==> config.mk <==
export PLATFORM = sky130hd
export DESIGN_NAME = flag_context_stack_flat
export DESIGN_NICKNAME = d
export VERILOG_FILES = /design/src/rtl/flag_context_stack_if.sv /design/src/rtl/flag_context_stack.sv /design/src/flat_wrapper.sv
export SDC_FILE = /design/constraint.sdc
export NUM_CORES = 1
export LEC_CHECK = 0
export CELL_PAD_IN_SITES_DETAIL_PLACEMENT = 0
export CELL_PAD_IN_SITES_GLOBAL_PLACEMENT = 1
export CORE_MARGIN = 2
export CORE_UTILIZATION = 35
export CTS_CLUSTER_DIAMETER = 100
export CTS_CLUSTER_SIZE = 20
export DETAILED_ROUTE_END_ITERATION = 16
export GPL_ROUTABILITY_DRIVEN = 0
export PLACE_DENSITY_LB_ADDON = 0.1
export RECOVER_POWER = 50
export SLEW_MARGIN = 20
export SYNTH_ARGS = -nofsm -noshare
export SYNTH_HDL_FRONTEND = slang
export SYNTH_SLANG_ARGS = --single-unit
==> constraint.sdc <==
create_clock -name CLK -period 1.8 [get_ports CLK]
set_input_delay 0.36 -clock CLK [delete_from_list [all_inputs] [get_ports CLK]]
set_output_delay 0.36 -clock CLK [all_outputs]
set_load 0.02 [all_outputs]
==> src/rtl/flag_context_stack_if.sv <==
// Control-unit <-> flag context stack bundle: push/pop requests in, restored flags and status out.
interface flag_context_stack_if #(
    parameter int DEPTH  = 4,
    parameter int FLAG_W = 2
);
    localparam int CW = $clog2(DEPTH + 1);

    logic              INT_TAKEN;
    logic              RETIE;
    logic [FLAG_W-1:0] FLG_IN;
    logic              ERR_CLR;
    logic [FLAG_W-1:0] FLG_OUT;
    logic              FLG_LD;
    logic [CW-1:0]     DEPTH_CNT;
    logic              FULL;
    logic              EMPTY;
    logic              OVF_ERR;
    logic              UNF_ERR;

    modport master (
        output INT_TAKEN, RETIE, FLG_IN, ERR_CLR,
        input  FLG_OUT, FLG_LD, DEPTH_CNT, FULL, EMPTY, OVF_ERR, UNF_ERR
    );

    modport slave (
        input  INT_TAKEN, RETIE, FLG_IN, ERR_CLR,
        output FLG_OUT, FLG_LD, DEPTH_CNT, FULL, EMPTY, OVF_ERR, UNF_ERR
    );
endinterface

==> src/rtl/flag_context_stack.sv <==
// LIFO of {Z,C} flag contexts saved on interrupt entry and restored on RETIE with a one-cycle load strobe.
// Optional sticky overflow/underflow errors are enabled by defining FLAG_CTX_ERR_EN.
module flag_context_stack #(
    parameter int DEPTH  = 4,
    parameter int FLAG_W = 2
) (
    input  logic                 CLK,
    input  logic                 RST_N,
    flag_context_stack_if.slave  bus
);
    localparam int CW = $clog2(DEPTH + 1);
    localparam int AW = $clog2(DEPTH);

    typedef enum logic {IDLE, RESTORE} state_t;

    state_t            state, state_nxt;
    logic [FLAG_W-1:0] mem [DEPTH];
    logic [CW-1:0]     cnt;
    logic [FLAG_W-1:0] out_q;
    logic              flg_ld;
    logic              full, empty;
    logic              pop_ok, push_ok, ovf_evt, unf_evt;
    logic [AW-1:0]     top_idx, wr_idx;

    assign full    = (cnt == CW'(DEPTH));
    assign empty   = (cnt == '0);
    assign pop_ok  = bus.RETIE & ~empty;
    // A pop on an empty stack falls through, so a simultaneous push still lands.
    assign push_ok = bus.INT_TAKEN & ~pop_ok & ~full;
    assign ovf_evt = bus.INT_TAKEN & ~bus.RETIE & full;
    assign unf_evt = bus.RETIE & empty;
    assign top_idx = AW'(cnt - CW'(1));
    assign wr_idx  = AW'(cnt);

    // NOTE: storage has no reset; its contents are never observed while the count says empty.
    always_ff @(posedge CLK) begin
        if (pop_ok && bus.INT_TAKEN)
            mem[top_idx] <= bus.FLG_IN;
        else if (push_ok)
            mem[wr_idx] <= bus.FLG_IN;
    end

    always_ff @(posedge CLK) begin
        if (!RST_N) begin
            cnt   <= '0;
            out_q <= '0;
        end else if (pop_ok) begin
            out_q <= mem[top_idx];
            if (!bus.INT_TAKEN)
                cnt <= cnt - CW'(1);
        end else if (push_ok) begin
            cnt <= cnt + CW'(1);
        end
    end

    always_ff @(posedge CLK) begin
        if (!RST_N)
            state <= IDLE;
        else
            state <= state_nxt;
    end

    // NOTE: every output of this block is defaulted first so no path can infer a latch.
    always_comb begin
        state_nxt = IDLE;
        flg_ld    = 1'b0;
        case (state)
            IDLE:    if (pop_ok) state_nxt = RESTORE;
            RESTORE: begin
                flg_ld = 1'b1;
                if (pop_ok) state_nxt = RESTORE;
            end
            default: state_nxt = IDLE;
        endcase
    end

    assign bus.FLG_OUT   = out_q;
    assign bus.FLG_LD    = flg_ld;
    assign bus.DEPTH_CNT = cnt;
    assign bus.FULL      = full;
    assign bus.EMPTY     = empty;

`ifdef FLAG_CTX_ERR_EN
    logic ovf_q, unf_q;

    // A same-cycle event beats the clear so no error is ever lost.
    always_ff @(posedge CLK) begin
        if (!RST_N) begin
            ovf_q <= 1'b0;
            unf_q <= 1'b0;
        end else begin
            if (ovf_evt)          ovf_q <= 1'b1;
            else if (bus.ERR_CLR) ovf_q <= 1'b0;
            if (unf_evt)          unf_q <= 1'b1;
            else if (bus.ERR_CLR) unf_q <= 1'b0;
        end
    end

    assign bus.OVF_ERR = ovf_q;
    assign bus.UNF_ERR = unf_q;
`else
    logic unused_err;
    assign unused_err  = ^{bus.ERR_CLR, ovf_evt, unf_evt};
    assign bus.OVF_ERR = 1'b0;
    assign bus.UNF_ERR = 1'b0;
`endif
endmodule

==> src/flat_wrapper.sv <==
// flat-port wrapper written by rule: the top's interface ports become plain ports
module flag_context_stack_flat 
#(
    parameter int DEPTH  = 4,
    parameter int FLAG_W = 2
)
  (CLK, RST_N, bus_INT_TAKEN, bus_RETIE, bus_FLG_IN, bus_ERR_CLR, bus_FLG_OUT, bus_FLG_LD, bus_DEPTH_CNT, bus_FULL, bus_EMPTY, bus_OVF_ERR, bus_UNF_ERR);
  flag_context_stack_if #(.DEPTH(DEPTH), .FLAG_W(FLAG_W)) bus_i ();
  input  logic CLK;
  input  logic RST_N;
  input wire logic [$bits(bus_i.INT_TAKEN)-1:0] bus_INT_TAKEN;
  input wire logic [$bits(bus_i.RETIE)-1:0] bus_RETIE;
  input wire logic [$bits(bus_i.FLG_IN)-1:0] bus_FLG_IN;
  input wire logic [$bits(bus_i.ERR_CLR)-1:0] bus_ERR_CLR;
  output wire logic [$bits(bus_i.FLG_OUT)-1:0] bus_FLG_OUT;
  output wire logic [$bits(bus_i.FLG_LD)-1:0] bus_FLG_LD;
  output wire logic [$bits(bus_i.DEPTH_CNT)-1:0] bus_DEPTH_CNT;
  output wire logic [$bits(bus_i.FULL)-1:0] bus_FULL;
  output wire logic [$bits(bus_i.EMPTY)-1:0] bus_EMPTY;
  output wire logic [$bits(bus_i.OVF_ERR)-1:0] bus_OVF_ERR;
  output wire logic [$bits(bus_i.UNF_ERR)-1:0] bus_UNF_ERR;
  assign bus_i.INT_TAKEN = bus_INT_TAKEN;
  assign bus_i.RETIE = bus_RETIE;
  assign bus_i.FLG_IN = bus_FLG_IN;
  assign bus_i.ERR_CLR = bus_ERR_CLR;
  assign bus_FLG_OUT = bus_i.FLG_OUT;
  assign bus_FLG_LD = bus_i.FLG_LD;
  assign bus_DEPTH_CNT = bus_i.DEPTH_CNT;
  assign bus_FULL = bus_i.FULL;
  assign bus_EMPTY = bus_i.EMPTY;
  assign bus_OVF_ERR = bus_i.OVF_ERR;
  assign bus_UNF_ERR = bus_i.UNF_ERR;
  flag_context_stack #(.DEPTH(DEPTH), .FLAG_W(FLAG_W)) u_core (.CLK(CLK), .RST_N(RST_N), .bus(bus_i));
endmodule
==> out/metrics.yaml, run 1 <==
synth.area.top_cells: "edfxtp_1, dfxtp_1, mux4_2"
netlist_area_um2: 822
clock_sinks: 14
grt_pass1_wl_mm: 2.78
max_freq_mhz: 588
grt_max_degree: 10
synthCells: 72
drv_slew: 0
peakVddDrop_mv: 0.739
io_buffers: 13
syn_area_per_cell_um2: 11.4
clk_path_buf_depth: 2
worst_slack_ps: 101
finalCritPeriodShare_pct: 94.4
fp-row-count: 17
path_clk_slew_ps: 70
crit_type: "reg2out"
hold_viol: 0
switchingPower_w: 0.000729
status: "finished clean"
drt_iter0_drc: 6
cap_violations: 0
pre_cts_slack_ps: -188
htreeDepth: 1
wire_per_inst_um: 13.5
yosys_warnings: 0
cts_tree: "done"
numCtsBuffers: 3
placedInstanceArea_um2: 1070
final_util_pct: 51.2
vias_per_cell: 4.97
hold_buffers: 0
grt_overflow: 0
die_area_um2: 2750
io_pins: 17
synth_top_area_share_pct: 29.2
num_vias: 626
p_int_w: 0.00108
cts-root-buf: "clkbuf_4"
ys_types: 36
drive_above_1_share_pct: 38.8
grt_pass1_vias: 611
nets: 109
end_kind: "primary output"
post_cts_buffers: 0
p_leak_nw: 0.435
crit_arrival_ps: 1340
track_usage_pct: 14.5
synth_edf_count: 8
ys_dominant_reg_cell: "edfxtp_1"
synth_top_cell_by_area: "edfxtp_1"
crit_required_ps: 1440
hpwl_mm: 1.34
combPwrFrac_pct: 64.0
fill_cells: 217
ys_ff_latch: 14
fp.dieW_um: 52.5
setup_viol: 0
start_util_pct: 37.2
synth_commonest_cells: "edfxtp_1, dfxtp_1, inv_1"
worst-path-max-fanout: 6
clock-skew-final_ps: 5.71
antenna_found_initial: 0
core-area_um2: 2210
r2r_slack_ps: 110
layout_min_cycle_time_ps: 1700
area_growth_pct: 37.7
insertion_delay_ps: 280
ys_seq_area_share_pct: 43.8
die_h_um: 52.5
startpoint_type: "flip-flop"
drc: 0
rsz0062_at_grt: "false"
p_clk_share_pct: 10.0
power.density_nw_per_um2: 1600
final_area_um2: 1130
final_cells: 126
synth.most_common_cell: "edfxtp_1"
first_pass_iters: 3
dp_cells: 122
worstHoldPathType: "reg2reg"
antennaDiodeCount: 0
power_frac_seq_pct: 26.0
ys_async_sr_fraction_pct: 0
wl_mm: 1.71
switching_share_pct: 40.3
ant_nets: 0
==> power by group through the flow <==
| stage | clock network, W | registers, W | logic (W) |
|---|---|---|---|
| 2_1_floorplan | 0 | 0.000558 | 0.000607 |
| 3_3_place_gp | 0 | 0.000479 | 0.00107 |
| 3_5_place_dp | 0 | 0.000483 | 0.00108 |
| 4_1_cts | 0.000190 | 0.000477 | 0.00113 |
| 5_1_grt | 0.000207 | 0.000480 | 0.00127 |
| 6_report | 0.000180 | 0.000471 | 0.00116 |
==> critical path, cell delays in order, from the launching register on <==
cell             delay [ps]
dfxtp_2                 330
buf_4                   140
clkdlybuf4s50_1         600
==> stage by stage <==
step / TNS [ps] / power, W / hold slack [ps]
final: 0 / 0.00181 / 458
after global routing: 0 / 0.00196 / 481
after CTS: 0 / 0.00179 / 463
after detailed placement: -1540 / 0.00156 / 452
after global placement: -1590 / 0.00155 / 447
after floorplan: 0 / 0.00116 / 459
==> registers in the layout, indices dropped and copies added (netlist names) <==
signal / cells
u_core.mem: 8
u_core.state: 1
u_core.bus.DEPTH_CNT: 3
u_core.bus.FLG_OUT: 2
==> layer usage <==
metal | GRT usage, % | wire length [um] | part of all wire [%] | vias up
li1 | - | - | - | 321
met1 | 19.1 | 755 | 44 | 292
met2 | 23.1 | 867 | 51 | 13
met3 | 6.00 | 82 | 4.8 | 0
met4 | 1.28 | 0 | 0 | 0
met5 | 0 | 0 | 0 | -
==> cells by family (layout without fill, tap and decap cells) <==
logic type,count (synthesis),count (layout),share of synthesized area [%]
and+or+nand+nor,23,23,17.5
AOI/OAI and AO/OA,15,15,14.8
DFF,14,14,43.8
buffers and inverters,10,35,7.00
muxes,5,5,10.8
adders and majority gates,3,3,4.57
other,1,2,0.456
xor gates and xnor gates,1,1,1.07
==> cell type report <==
class | instances | area (um^2) | share of cell area [%]
Inverter | 5 | 18.8 | 1.66
Multi-Input combinational cell | 49 | 478 | 42.2
Clock buffer | 4 | 26.3 | 2.32
Timing Repair Buffer | 26 | 211 | 18.7
Tap cell | 28 | 35.0 | 3.09
Sequential cell | 14 | 363 | 32.0
==> final timing paths <==
kind	from	end	cells past startpoint
min reg2reg	u_core.bus.FLG_OUT[0]$_SDFFE_PN0P_	u_core.bus.FLG_OUT[0]$_SDFFE_PN0P_	2
max reg2reg	u_core.bus.DEPTH_CNT[0]$_SDFFE_PN0P_	u_core.mem[0][0]$_DFFE_PP_	6
max	u_core.bus.DEPTH_CNT[1]$_SDFFE_PN0P_	bus_DEPTH_CNT[1]	2
min	u_core.bus.FLG_OUT[0]$_SDFFE_PN0P_	u_core.bus.FLG_OUT[0]$_SDFFE_PN0P_	2
==> repair_timing <==
action                     in CTS  in global routing
setup endpoints to repair      11                 11
hold endpoints to repair        0                  0
pin swaps                       1                  1
resized for setup               8                 12
cloned                          0                  0
==> placed cells by master (no fill, tap or decap), types with 3 or more instances in the layout <==
master | synthesis | layout
inv_1 | 5 | 4
clkdlybuf4s50_1 | 0 | 6
edfxtp_1 | 8 | 8
clkbuf_4 | 0 | 3
dfxtp_1 | 6 | 4
buf_4 | 3 | 13
dlygate4sd3_1 | 0 | 4
nand2_1 | 4 | 4
No activity file was read; power rests on OpenSTA's default activity.
==> run 2, diff against run 1 <==
--- a/config.mk
+++ b/config.mk
@@ -6,9 +6,9 @@
 export NUM_CORES = 1
 export LEC_CHECK = 0
 export CELL_PAD_IN_SITES_DETAIL_PLACEMENT = 0
-export CELL_PAD_IN_SITES_GLOBAL_PLACEMENT = 1
+export CELL_PAD_IN_SITES_GLOBAL_PLACEMENT = 2
 export CORE_MARGIN = 2
-export CORE_UTILIZATION = 35
+export CORE_UTILIZATION = 34
 export CTS_CLUSTER_DIAMETER = 100
 export CTS_CLUSTER_SIZE = 20
 export DETAILED_ROUTE_END_ITERATION = 16
==> constraint.sdc (replaced) <==
create_clock -name CLK -period 2.16 [get_ports CLK]
set_input_delay 0.432 -clock CLK [delete_from_list [all_inputs] [get_ports CLK]]
set_output_delay 0.432 -clock CLK [all_outputs]
set_load 0.02 [all_outputs]
==> out/metrics.yaml, run 2 (synthesis gave the netlist of run 1 again) <==
wire_per_inst_um: 13.4
core-area_um2: 2250
layout_min_cycle_time_ps: 2070
crit_path_cell_trace: "inv_1 -> ha_4 -> and2_2 -> clkdlybuf4s50_1"
status: "finished clean"
setup_tns_ps: 0
rsz0062_at_grt: "false"
clock-skew-final_ps: 1.05
fp.dieW_um: 53.2
num_vias: 621
critPathTopFamily: "buffers and inverters"
first_pass_iters: 3
cts-root-buf: "clkbuf_4"
slowest_delay_ps: 590
die_area_um2: 2830
antennaDiodeCount: 0
grt_overflow: 0
area_growth_pct: 29.5
largest_register: "u_core.mem"
pre_cts_slack_ps: 33.7
peakVddDrop_mv: 0.586
post_cts_buffers: 0
cts_tree: "done"
layout_commonest_cell: "buf_4"
grt_max_degree: 12
final_util_pct: 47.2
vias_per_cell: 5.05
grt_pass1_vias: 580
nets: 106
die_h_um: 53.2
clk_path_buf_depth: 2
worstHoldPathType: "reg2reg"
path_clk_slew_ps: 90
max_freq_mhz: 482
insertion_delay_ps: 270
finalCritPeriodShare_pct: 96.0
mostFrequentLayoutCells: "buf_4, edfxtp_1, clkdlybuf4s50_1, dfxtp_1"
antenna_found_initial: 0
ant_nets: 0
slowest_stage: "clkdlybuf4s50_1"
largest_reg_flops: 8
cap_violations: 0
hold_buffers: 0
crit_required_ps: 1730
hpwl_mm: 1.28
worst_slack_ps: 86.6
drt_iter0_drc: 15
power.density_nw_per_um2: 1360
io_buffers: 13
clock_sinks: 14
start_util_pct: 36.5
whs_ps: 460
wl_mm: 1.65
track_usage_pct: 13.5
crit_buf_inv: 2
grt_pass1_wl_mm: 2.68
end_kind: "primary output"
fp-row-count: 17
htreeDepth: 1
hold_viol: 0
numCtsBuffers: 3
crit_arrival_ps: 1640
io_pins: 17
setup_viol: 0
drc: 0
startpoint_type: "flip-flop"
drive_above_1_share_pct: 22.1
worst-path-max-fanout: 6
crit_type: "reg2out"
p_leak_nw: 0.417
drv_slew: 0
ctsResizeCount: 1
[run 2: changes by cell type in the layout (fill, tap and decap cells not counted), sizes merged]
| cell | previous run | this run |
|---|---|---|
| dlymetal6s2s | 0 | 1 |
| clkdlybuf4s50 | 6 | 7 |
| clkinv | 0 | 1 |
| buf | 13 | 9 |
| dlygate4sd3 | 4 | 5 |
| clkbuf | 7 | 4 |
[run 2: layout make-up]
cell class	count	area, um^2
fillers	237	1190
multi-input cells	49	420
clock buffers	3	22.5
well taps	28	35.0
inverters	5	18.8
flip-flops and latches	14	360
repair buffers	23	204
clock inverters	1	3.75
[run 2: layer usage]
metal	part of all wire, %	wire length [um]	track usage (%)	vias to the layer above
met5	0	0	0	-
met4	0.85	14	3.85	0
met3	3.3	54	4.24	2
met2	43	714	20.6	11
met1	52	866	18.3	290
li1	-	-	-	318
[run 2: through the flow]
| step | cell area (um^2) | std cells | total power (W) |
|---|---|---|---|
| 2_1_floorplan | 826 | 73 | 0.000948 |
| 3_3_place_gp | 1030 | 119 | 0.00126 |
| 3_5_place_dp | 1030 | 119 | 0.00127 |
| 4_1_cts | 1060 | 123 | 0.00144 |
| 5_1_grt | 1060 | 123 | 0.00155 |
| 6_report | 1060 | 123 | 0.00144 |
[run 2: tightest hold or removal path: cells and delay by family (launching register included)]
family	cells	cell delay [ps]
AND/OR/NAND/NOR	1	50
AO/OA/AOI/OAI	1	60
flip-flops	1	320
[run 2: final timing paths]
kind / to / cells past startpoint / from / slack [ps]
max: bus_FULL / 4 / u_core.bus.DEPTH_CNT[0]$_SDFFE_PN0P_ / 90
min: u_core.bus.FLG_OUT[1]$_SDFFE_PN0P_ / 2 / u_core.bus.FLG_OUT[1]$_SDFFE_PN0P_ / 460
max reg2reg: u_core.mem[0][0]$_DFFE_PP_ / 6 / u_core.bus.DEPTH_CNT[0]$_SDFFE_PN0P_ / 320
min reg2reg: u_core.bus.FLG_OUT[1]$_SDFFE_PN0P_ / 2 / u_core.bus.FLG_OUT[1]$_SDFFE_PN0P_ / 460
[run 2: power breakdown]
group / internal [W] / switching, W
clock network: 0.0000669 / 0.0000850
logic: 0.000466 / 0.000438
registers: 0.000357 / 0.0000310
==> run 3, diff against run 2 <==
--- a/config.mk
+++ b/config.mk
@@ -9,7 +9,7 @@
 export CELL_PAD_IN_SITES_GLOBAL_PLACEMENT = 2
 export CORE_MARGIN = 2
 export CORE_UTILIZATION = 34
-export CTS_CLUSTER_DIAMETER = 100
+export CTS_CLUSTER_DIAMETER = 80
 export CTS_CLUSTER_SIZE = 20
 export DETAILED_ROUTE_END_ITERATION = 16
 export GPL_ROUTABILITY_DRIVEN = 0
==> results of run 3 <==
The final DEF is identical to that of run 2; final timing and power are the same.
